==> src/rtl/rvfi_retire_sequencer.sv <==
// rvfi_retire_sequencer
//   Serializes up to NRET parallel RVFI retirement channels into a single
//   in-order stream (one entry per cycle) through a DEPTH-entry FIFO. Only the
//   fetch-relevant fields travel: order, insn, trap, pc_rdata, pc_wdata.
//   Also checks that popped rvfi_order values are consecutive (mod 256) and
//   flags dropped retire groups.
//
// Ports
//   clk, reset        clock, asynchronous active-high reset
//   in_valid[NRET]    per-channel retire valid (non-contiguous allowed)
//   in_order/insn/trap/pc_rdata/pc_wdata   per-channel packed fields
//   out_valid/out_ready                    single-channel handshake
//   out_order/insn/trap/pc_rdata/pc_wdata  head entry of the FIFO
//   level             current FIFO occupancy
//   overflow          sticky: a whole retire group was dropped for lack of room
//   order_error       sticky: a popped order differed from the expected one
//   retired_count     number of entries popped (wraps at 2^32)
module rvfi_retire_sequencer #(
    parameter int XLEN  = 32,
    parameter int NRET  = 2,
    parameter int DEPTH = 8
) (
    input  logic                     clk,
    input  logic                     reset,
    input  logic [NRET-1:0]          in_valid,
    input  logic [NRET*8-1:0]        in_order,
    input  logic [NRET*32-1:0]       in_insn,
    input  logic [NRET-1:0]          in_trap,
    input  logic [NRET*XLEN-1:0]     in_pc_rdata,
    input  logic [NRET*XLEN-1:0]     in_pc_wdata,
    output logic                     out_valid,
    input  logic                     out_ready,
    output logic [7:0]               out_order,
    output logic [31:0]              out_insn,
    output logic                     out_trap,
    output logic [XLEN-1:0]          out_pc_rdata,
    output logic [XLEN-1:0]          out_pc_wdata,
    output logic [$clog2(DEPTH):0]   level,
    output logic                     overflow,
    output logic                     order_error,
    output logic [31:0]              retired_count
);

    localparam int AW = $clog2(DEPTH);
    localparam int LW = AW + 1;

    logic [7:0]      mem_order  [DEPTH];
    logic [31:0]     mem_insn   [DEPTH];
    logic            mem_trap   [DEPTH];
    logic [XLEN-1:0] mem_pc_r   [DEPTH];
    logic [XLEN-1:0] mem_pc_w   [DEPTH];

    logic [AW-1:0]   wptr;
    logic [AW-1:0]   rptr;
    logic [7:0]      expected_order;

    logic            pop;
    logic [LW-1:0]   push_cnt;
    logic [AW-1:0]   slot [NRET];
    logic [LW:0]     free;
    logic            accept;
    logic            drop;

    assign out_valid = (level != '0);
    assign pop       = out_valid && out_ready;

    // Head entry straight from storage; forced to zero while empty so the
    // outputs read 0 out of reset.
    assign out_order    = out_valid ? mem_order[rptr] : '0;
    assign out_insn     = out_valid ? mem_insn[rptr]  : '0;
    assign out_trap     = out_valid ? mem_trap[rptr]  : 1'b0;
    assign out_pc_rdata = out_valid ? mem_pc_r[rptr]  : '0;
    assign out_pc_wdata = out_valid ? mem_pc_w[rptr]  : '0;

    // Compaction: each valid channel lands at wptr + (number of valid
    // channels below it), so the queue order follows channel index.
    always_comb begin
        push_cnt = '0;
        for (int unsigned i = 0; i < NRET; i++) begin
            slot[i] = wptr + push_cnt[AW-1:0];
            if (in_valid[i]) begin
                push_cnt = push_cnt + LW'(1);
            end
        end
    end

    // A slot freed by this cycle's pop is usable by this cycle's push.
    always_comb begin
        free   = (LW+1)'(DEPTH) - (LW+1)'(level) + (LW+1)'(pop);
        accept = (push_cnt != '0) && ({1'b0, push_cnt} <= free);
        drop   = {1'b0, push_cnt} > free;
    end

    always_ff @(posedge clk) begin
        if (accept) begin
            for (int unsigned i = 0; i < NRET; i++) begin
                if (in_valid[i]) begin
                    mem_order[slot[i]] <= in_order[i*8 +: 8];
                    mem_insn[slot[i]]  <= in_insn[i*32 +: 32];
                    mem_trap[slot[i]]  <= in_trap[i];
                    mem_pc_r[slot[i]]  <= in_pc_rdata[i*XLEN +: XLEN];
                    mem_pc_w[slot[i]]  <= in_pc_wdata[i*XLEN +: XLEN];
                end
            end
        end
    end

    always_ff @(posedge clk or posedge reset) begin
        if (reset) begin
            wptr           <= '0;
            rptr           <= '0;
            level          <= '0;
            overflow       <= 1'b0;
            order_error    <= 1'b0;
            expected_order <= '0;
            retired_count  <= '0;
        end else begin
            level <= level + (accept ? push_cnt : LW'(0)) - LW'(pop);
            if (accept) begin
                wptr <= wptr + push_cnt[AW-1:0];
            end
            if (drop) begin
                overflow <= 1'b1;
            end
            if (pop) begin
                rptr           <= rptr + AW'(1);
                retired_count  <= retired_count + 32'd1;
                // Resynchronize on the observed order so one gap flags once.
                expected_order <= out_order + 8'd1;
                if (out_order != expected_order) begin
                    order_error <= 1'b1;
                end
            end
        end
    end

endmodule

==> config.mk <==
export PLATFORM = sky130hd
export DESIGN_NAME = rvfi_retire_sequencer
export DESIGN_NICKNAME = d
export VERILOG_FILES = /design/src/rtl/rvfi_retire_sequencer.sv
export SDC_FILE = /design/constraint.sdc
export NUM_CORES = 1
export LEC_CHECK = 0
export CORE_ASPECT_RATIO = 0.75
export CORE_MARGIN = 8
export CORE_UTILIZATION = 59
export CTS_CLUSTER_SIZE = 10
export DETAILED_ROUTE_END_ITERATION = 10
export PLACE_DENSITY_LB_ADDON = 0.1
export REMOVE_ABC_BUFFERS = 1
export SLEW_MARGIN = 20
export SYNTH_ARGS = -nofsm -noshare
export SYNTH_HDL_FRONTEND = slang
export SYNTH_SLANG_ARGS = --single-unit
==> constraint.sdc <==
create_clock -name clk -period 15.8 [get_ports clk]
set_input_delay 4.74 -clock clk [delete_from_list [all_inputs] [get_ports clk]]
set_output_delay 4.74 -clock clk [all_outputs]
set_load 0.005 [all_outputs]
# Yosys cells after proc, flatten, opt, wreduce, memory -nomap -nowiden
# Memories as Yosys holds them, arrays and structs flattened.
# Cells that the tools add are included.
dict set report op_classes {
  muxes 14
  order_cmp 2
  addsub 10
  reduce_logical 5
  eq_ne 1
}
# operator count
set op_table {}
lappend op_table {{32-bit two-way mux} 3}
lappend op_table {{32-bit by 1-bit adder with 32-bit output (second input constant)} 1}
lappend op_table {{8-bit by 1-bit adder with 8-bit output (second input constant)} 1}
lappend op_table {{1-bit two-way mux} 8}
lappend op_table {{4-bit two-way mux} 2}
lappend op_table {{8-bit two-way mux} 1}
lappend op_table {{8-bit inequality test} 1}
lappend op_table {{4-bit nonzero test} 2}
lappend op_table {{3-bit adder} 2}
lappend op_table {{5-bit by 1-bit adder with 5-bit output} 1}
lappend op_table {{4-bit by 5-bit greater-than comparator with 1-bit output} 1}
lappend op_table {{4-bit by 5-bit <= comparator with 1-bit output} 1}
lappend op_table {{4-bit by 4-bit subtractor with 5-bit output (first input constant)} 1}
lappend op_table {{4-bit by 1-bit adder with 4-bit output (second input constant)} 1}
lappend op_table {{4-bit adder} 1}
lappend op_table {{4-bit by 1-bit subtractor with 4-bit output} 1}
lappend op_table {{3-bit by 1-bit adder with 3-bit output (second input constant)} 1}
lappend op_table {{1-bit logical AND} 2}
lappend op_table {{2-bit AND reduction} 1}
dict set report totals {
  mem_bits_rw 840
  reg_bits 52
  memories 5
  output_inout_bits 144
  word_cells 44
  in_bits 215
}
# memory words width read_ports rd_clocked_by_memory_dff wr line
set mem_list {}
lappend mem_list {mem_insn 8 32 1 0 2 48} ;# logic [31:0] mem_insn [DEPTH];
lappend mem_list {mem_pc_r 8 32 1 0 2 50} ;# logic [XLEN-1:0] mem_pc_r [DEPTH];
lappend mem_list {mem_pc_w 8 32 1 0 2 51} ;# logic [XLEN-1:0] mem_pc_w [DEPTH];
lappend mem_list {mem_order 8 8 1 0 2 47} ;# logic [7:0] mem_order [DEPTH];
lappend mem_list {mem_trap 8 1 1 0 2 49} ;# logic mem_trap [DEPTH];

# Longest topological paths before layout
# Gate-level depths: netlist (run 1).
dict set report logic_depth {
  ltp_word 8
  depth_mapped 22
  ltp_nobuf 20
}

# Worst setup path before layout (run 1)
# Ideal clock, no wire load.
dict set report synth_path {
  path_kind {input to register}
  start {input out_ready}
  end {memory mem_insn[0][0] (enable)}
  path_buffers 2
  arrival_time_ns 14.251
  stages 12
  path_slack_ns 0.825
  required_ns 15.076
  setup_time_ns 0.724
  path_cell_list {nand2_1 -> clkbuf_1 -> ha_1 -> inv_1 -> ha_1 -> inv_1 -> ha_1 -> a21oi_1 -> o41a_1 -> buf_6 -> nand3_1 -> o31ai_1}
}
# element line
set synth_lines {}
lappend synth_lines {{from (decl)} 32} ;# input logic out_ready,
lappend synth_lines {{to (decl)} 48}

==> results of run 1 <==
[state kept, by name, summed over array words and instances, names as in the netlist, 4 cells and up]
| signal | flops |
|---|---|
| level | 4 |
| mem_trap | 8 |
| mem_pc_r | 256 |
| expected_order | 8 |
| retired_count | 32 |
| mem_pc_w | 256 |
| mem_insn | 256 |
| mem_order | 64 |
[cell families (layout without fill, tap and decap cells)]
group / count (synthesis) / in the layout / synth area share
adders and majority gates: 21 / 21 / 0.00619
buffers and inverters: 202 / 559 / 0.0248
AOI/OAI and AO/OA: 51 / 51 / 0.00791
xor gates and xnor gates: 41 / 41 / 0.00800
other: 0 / 12 / 0
and+or+nand+nor: 234 / 234 / 0.0252
muxes: 1164 / 1164 / 0.337
DFF: 892 / 892 / 0.591
[worst paths after layout]
| kind | start | endpoint | slack (ns) | depth (start not counted) |
|---|---|---|---|---|
| max in group asynchronous | reset | rptr[1] | 10.68 | 3 |
| min in group asynchronous | reset | overflow | 4.60 | 3 |
| setup / recovery | out_ready | mem_order[0][4] | 5.88 | 14 |
| hold reg to reg | retired_count[31] | retired_count[31] | 0.48 | 1 |
| setup reg to reg | level[2] | mem_order[0][4] | 7.84 | 18 |
| hold / removal | retired_count[31] | retired_count[31] | 0.48 | 1 |
[metrics by stage]
step | setup WS, ns | instance area, um^2 | std cells
after floorplan | 0.814 | 43900 | 2437
after global placement | 5.27 | 49200 | 3856
after detailed placement | 5.23 | 49300 | 3858
after CTS | 5.93 | 52000 | 3985
after global routing | 5.69 | 52000 | 3993
final | 5.88 | 52000 | 3997
[cell usage in the layout (no fill, tap or decap), types with 7 or more instances in the layout]
cell type	synthesis	layout
mux2_1	17	17
clkbuf_16	0	101
diode_2	0	12
a22oi_1	9	9
xnor2_1	27	27
clkbuf_1	40	19
mux4_2	194	194
clkdlybuf4s50_1	0	358
buf_4	27	36
inv_1	32	31
nor2_1	111	111
a21oi_1	7	7
mux2i_1	125	125
xor2_1	14	14
nand2_1	43	43
dfrtp_1	52	49
ha_1	19	19
mux2_2	828	828
edfxtp_1	840	840
nand3_1	17	17
nand4_1	16	16
and3_1	9	8
[worst max-delay path, stage by stage]
cell and delay (ns):
clkdlybuf4s50_1 0.44, nand2_1 0.32, ha_1 0.24, inv_1 0.06, ha_1 0.27, inv_1 0.05
ha_1 0.32, a21oi_1 0.20, o41a_1 0.46, nor3b_4 0.54, nand2_8 0.51, o31ai_4 0.19
buf_4 0.89, buf_4 0.86
[Yosys cell counts, drive strengths merged (2+ instances only)]
cell      n  area (um^2)
mux2    845         9520
edfxtp  840        25200
mux4    194         4370
buf     127          830
mux2i   125         1250
nor2    113          429
dfrtp    52         1300
nand2    45          174
clkbuf   41          155
inv      33          124
xnor2    27          236
ha       19          238
nand3    18          103
nand4    16          100
xor2     14          123
a22oi     9         67.6
and3      9         56.3
a21oi     8         43.8
nor3      8         73.8
o21ai     6         30.0
a31o      5         43.8
a31oi     5         31.3
nand2b    4         25.0
nor4      4         25.0
o21bai    4         30.0
o22ai     4         25.0
o31ai     4         30.0
and4      3         26.3
nor2b     3         18.8
a21o      2         15.0
and2      2         12.5
fa        2         40.0
nor3b     2         31.3
or4       2         15.0
[final cells by class]
cell class                      count  area (um^2)
Multi-Input combinational cell   1511        17400
Clock buffer                      121         2610
Inverter                           34          129
Tap cell                         1023         1280
Clock inverter                      6         58.8
Fill cell                        4905        23200
Antenna cell                       12         30.0
Timing Repair Buffer              398         3950
Sequential cell                   892        26500
[layer usage]
metal  GRT usage  up-vias
met1       0.367    13300
li1            -    11100
met3      0.0692      184
met5           0        -
met2       0.450     1033
met4      0.0661       28
[report_power, final]
part           total (W)  leakage, nW  switching (W)  internal [W]
combinational    0.00382         7.78        0.00197       0.00184
clock            0.00203         1.30       0.000887       0.00114
sequential       0.00359         8.31       0.000248       0.00335
==> flow_summary.toml, run 1 <==
[layout]
drive_gt1_frac = 0.405
syn_to_final_growth_pct = 15.8
post-route-util = 0.691
finalNetCount = 3172

[critical_path]
arrival_ns = 10.20
path_class = "in2reg"
cp-end-kind = "flop"
required_ns = 16.08
critPathLaunchType = "input port"
crit_fanout = 58

[run_status]
status = "finished, final reports clean"

[route]
wire_per_inst_um = 29.5
dr.pass1.iters = 6
top_layer = "met5"
detail-route-antenna-nets = 0
remaining_drc_errors = 0
vias = 25600
wl_mm = 118
via_per_inst = 6.41
drtIter0Drc = 2287
wl_met3_mm = 10.1
wl_met2_mm = 56.8
wl_met1_mm = 48.5

[power]
worst_ir_drop_vdd_mv = 0.160
leakagePower_nw = 17.4
power.total_w = 0.00944
power.density_mw_per_mm2 = 182

[floorplanning]
dieArea_mm2 = 0.0853
coreArea_mm2 = 0.0752
start_util = 0.597
floorplan.die.width_um = 335
ioPinCount = 359
die_h_um = 255
rows = 87

[timing]
finalMaxSlewViolations = 0
relSlewSlack = 0.244
finalCriticalPeriod_ns = 9.92
tightest_slew_ns = 1.13
grt_setup_unrepaired = "false"
tns_ns = 0
post-route-period-util = 0.628
hold_viol_final = 0
setup_viol = 0
final.setup_skew_ns = 0.0161
fmax_ghz = 0.101
hold_slack_ns = 0.484

[clocking]
cts_hold_buf = 0
clock_latency_ns = 0.67
root_buffer = "clkbuf_16"
cts_sinks = 892
numCtsBuffers = 99
cts_setup_buffers = 0
htreeDepth = 3
path_clk_slew_ns = 0.06
cts_resized = 0
cts_tree = "yes"
cts_buffer_depth = 3

[placement]
gp_congestion = 0.816
portBuffers = 358
dp_hpwl_mm = 67.6

[run]
drv_cap = 0

[synthesis]
syn_area_mm2 = 0.0449
synth-edff-count = 840
synth_ff_type = "edfxtp_1"
yosysWarnings = 0
ys_types = 58
yosysSeqAreaShare = 0.591
avgSynthCellArea_um2 = 17.2
synth-seq-cells = 892
synthArstFlopShare = 0.0583
synth_cells = 2605

[global_route]
track_usage = 0.273
grt_pass1_wl_mm = 175
gr-total-overflow = 0
antenna_found_initial = 26
grt_pass1_vias = 27400
grt_max_degree = 113

[min_path]
hp-class = "reg2reg"
Note: power is estimated with default switching activity, not from simulation.
==> run 2: changes to the inputs <==
- clock period: 15.8 -> 10.2 ns (I/O delays scaled with it)
==> run 2 against run 1 <==
  * Critical path depth is 1 lower
  * Via count is 0.47% lower
  * Global-route usage is 0.68 points lower
  * Die area stayed put
  * Non-clock buffer count is 2 lower
  * Largest cell class unchanged
  * Highest routed layer unchanged
==> flow_summary.toml, run 2 (same netlist as run 1, synthesis figures left out) <==
[run_status]
status = "finished, final reports clean"

[floorplanning]
floorplan.die.width_um = 335
dieArea_mm2 = 0.0853
coreArea_mm2 = 0.0752
start_util = 0.597
ioPinCount = 359
die_h_um = 255
rows = 87

[clocking]
cts_hold_buf = 0
clock_latency_ns = 0.65
cts_buffer_depth = 3
cts_resized = 0
path_clk_slew_ns = 0.06
numCtsBuffers = 100
cts_setup_buffers = 0
root_buffer = "clkbuf_16"
cts_tree = "yes"
htreeDepth = 3
cts_sinks = 892

[critical_path]
r2r_cells = 16
crit_chain = "clkdlybuf4s50_1 -> nand2_1 -> ha_1 -> inv_1 -> ha_1 -> inv_1 -> ha_1 -> a21oi_1 -> o41a_1 -> nand3_4 -> nor3_4 -> o21bai_4 -> buf_12"
path_class = "in2reg"
slowest_stage = "nor3_4"
cp-end-kind = "flop"
crit_fanout = 52
critPathLaunchType = "input port"
path_depth = 13
arrival_ns = 7.62
required_ns = 10.50
crit_buf_inv = 4
cp_common_cell = "ha_1"
slowest_delay_ns = 0.84
cp_top_family = "simple AND/OR/NAND/NOR gates"

[route]
wire_per_inst_um = 28.6
wl_mm = 115
remaining_drc_errors = 0
drtIter0Drc = 2315
via_per_inst = 6.37
vias = 25500
dr.pass1.iters = 7
detail-route-antenna-nets = 0

[layout]
finalNonFillerCells = 4003
fillerInstances = 4946
multi_input_area_mm2 = 0.0174
finalNetCount = 3171
seq_area_mm2 = 0.0265
final_cell_mix = "edfxtp_1, mux2_2, clkdlybuf4s50_1"
drive_gt1_frac = 0.404
syn_to_final_growth_pct = 16.1
final_common_cell = "edfxtp_1"

[power]
pwr-share-clk = 0.217
switching_power_w = 0.00473
power.density_mw_per_mm2 = 280
power.internal_w = 0.00986
pwr-share-comb = 0.407
leakagePower_nw = 17.4
seqPwrFrac = 0.377
worst_ir_drop_vdd_mv = 0.195
power.total_w = 0.0146
sw_frac_of_total = 0.324

[timing]
finalMaxSlewViolations = 0
setup_viol = 0
grt_setup_unrepaired = "false"
relSlewSlack = 0.302
finalCriticalPeriod_ns = 7.32
hold_slack_ns = 0.478
hold_viol_final = 0
post-route-period-util = 0.717
fmax_ghz = 0.137
tightest_slew_ns = 1.04
final.setup_skew_ns = 0.0151

[run]
drv_cap = 0

[global_route]
track_usage = 0.266
antenna_found_initial = 28
grt_pass1_vias = 27000
grt_pass1_wl_mm = 172
gr-total-overflow = 0
grt_max_degree = 112

[min_path]
hp-class = "reg2reg"
whs_path_depth = 2

[placement]
dp.cells = 3856
dp_hpwl_mm = 64.0
gp_congestion = 0.796
portBuffers = 358
[run 2: cell types whose count changed in the layout (fill, tap and decap cells not counted), sizes merged]
cell / previous run / this run
clkinv: 2 / 1
diode: 12 / 18
clkbuf: 121 / 127
buf: 40 / 38
inv: 38 / 35
[run 2: metrics by stage]
| step | instance area (um^2) | util | setup TNS (ns) | worst slack [ns] |
|---|---|---|---|---|
| detailed placement | 49400 | 0.657 | 0 | 2.19 |
| global route | 52100 | 0.693 | 0 | 2.64 |
| global placement | 49400 | 0.657 | 0 | 2.19 |
| finish | 52100 | 0.693 | 0 | 2.88 |
| floorplan | 43900 | - | -2448.79 | -4.40 |
| CTS | 52100 | 0.693 | 0 | 2.85 |
[run 2: routing by layer]
layer | share of wire | track usage
met5 | 0.0012 | 0
met4 | 0.021 | 0.0709
met2 | 0.49 | 0.438
met1 | 0.42 | 0.360
met3 | 0.073 | 0.0613
[run 2: worst register-to-register path: stages (launching register included)]
cell and delay [ns]:
dfrtp_1 0.41, inv_1 0.12, ha_1 0.15, nor3b_4 0.26
inv_2 0.15, nand2_1 0.38, ha_1 0.25, inv_1 0.06
ha_1 0.26, inv_1 0.04, ha_1 0.30, a21oi_1 0.20
o41a_1 0.46, nand3_4 0.25, nor3_4 0.85, o21bai_4 0.59
buf_12 0.47
[run 2: final timing paths]
path	startpoint	endpoint	slack (ns)
worst max-delay path	out_ready	mem_pc_r[1][7]	2.88
worst min-delay path	overflow	overflow	0.48
worst max register to register	level[2]	mem_pc_r[1][7]	4.62
worst min register to register	overflow	overflow	0.48
max in group asynchronous	reset	rptr[0]	6.75
min in group asynchronous	reset	wptr[2]	2.92
[run 2: power by group through the flow]
stage | clock network, W | logic [W] | registers, W
3_5_place_dp | 0 | 0.00598 | 0.00557
5_1_grt | 0.00333 | 0.00632 | 0.00557
4_1_cts | 0.00320 | 0.00601 | 0.00550
6_report | 0.00316 | 0.00594 | 0.00549
2_1_floorplan | 0 | 0.00381 | 0.00595
3_3_place_gp | 0 | 0.00592 | 0.00552
[run 2: cell type report]
| class | count | share of cell area |
|---|---|---|
| Sequential cell | 892 | 0.509 |
| Multi-Input combinational cell | 1511 | 0.334 |
| Timing Repair Buffer | 396 | 0.0778 |
| Clock buffer | 127 | 0.0513 |
| Tap cell | 1023 | 0.0245 |
| Inverter | 34 | 0.00247 |
| Antenna cell | 18 | 0.000864 |
| Clock inverter | 2 | 0.000336 |
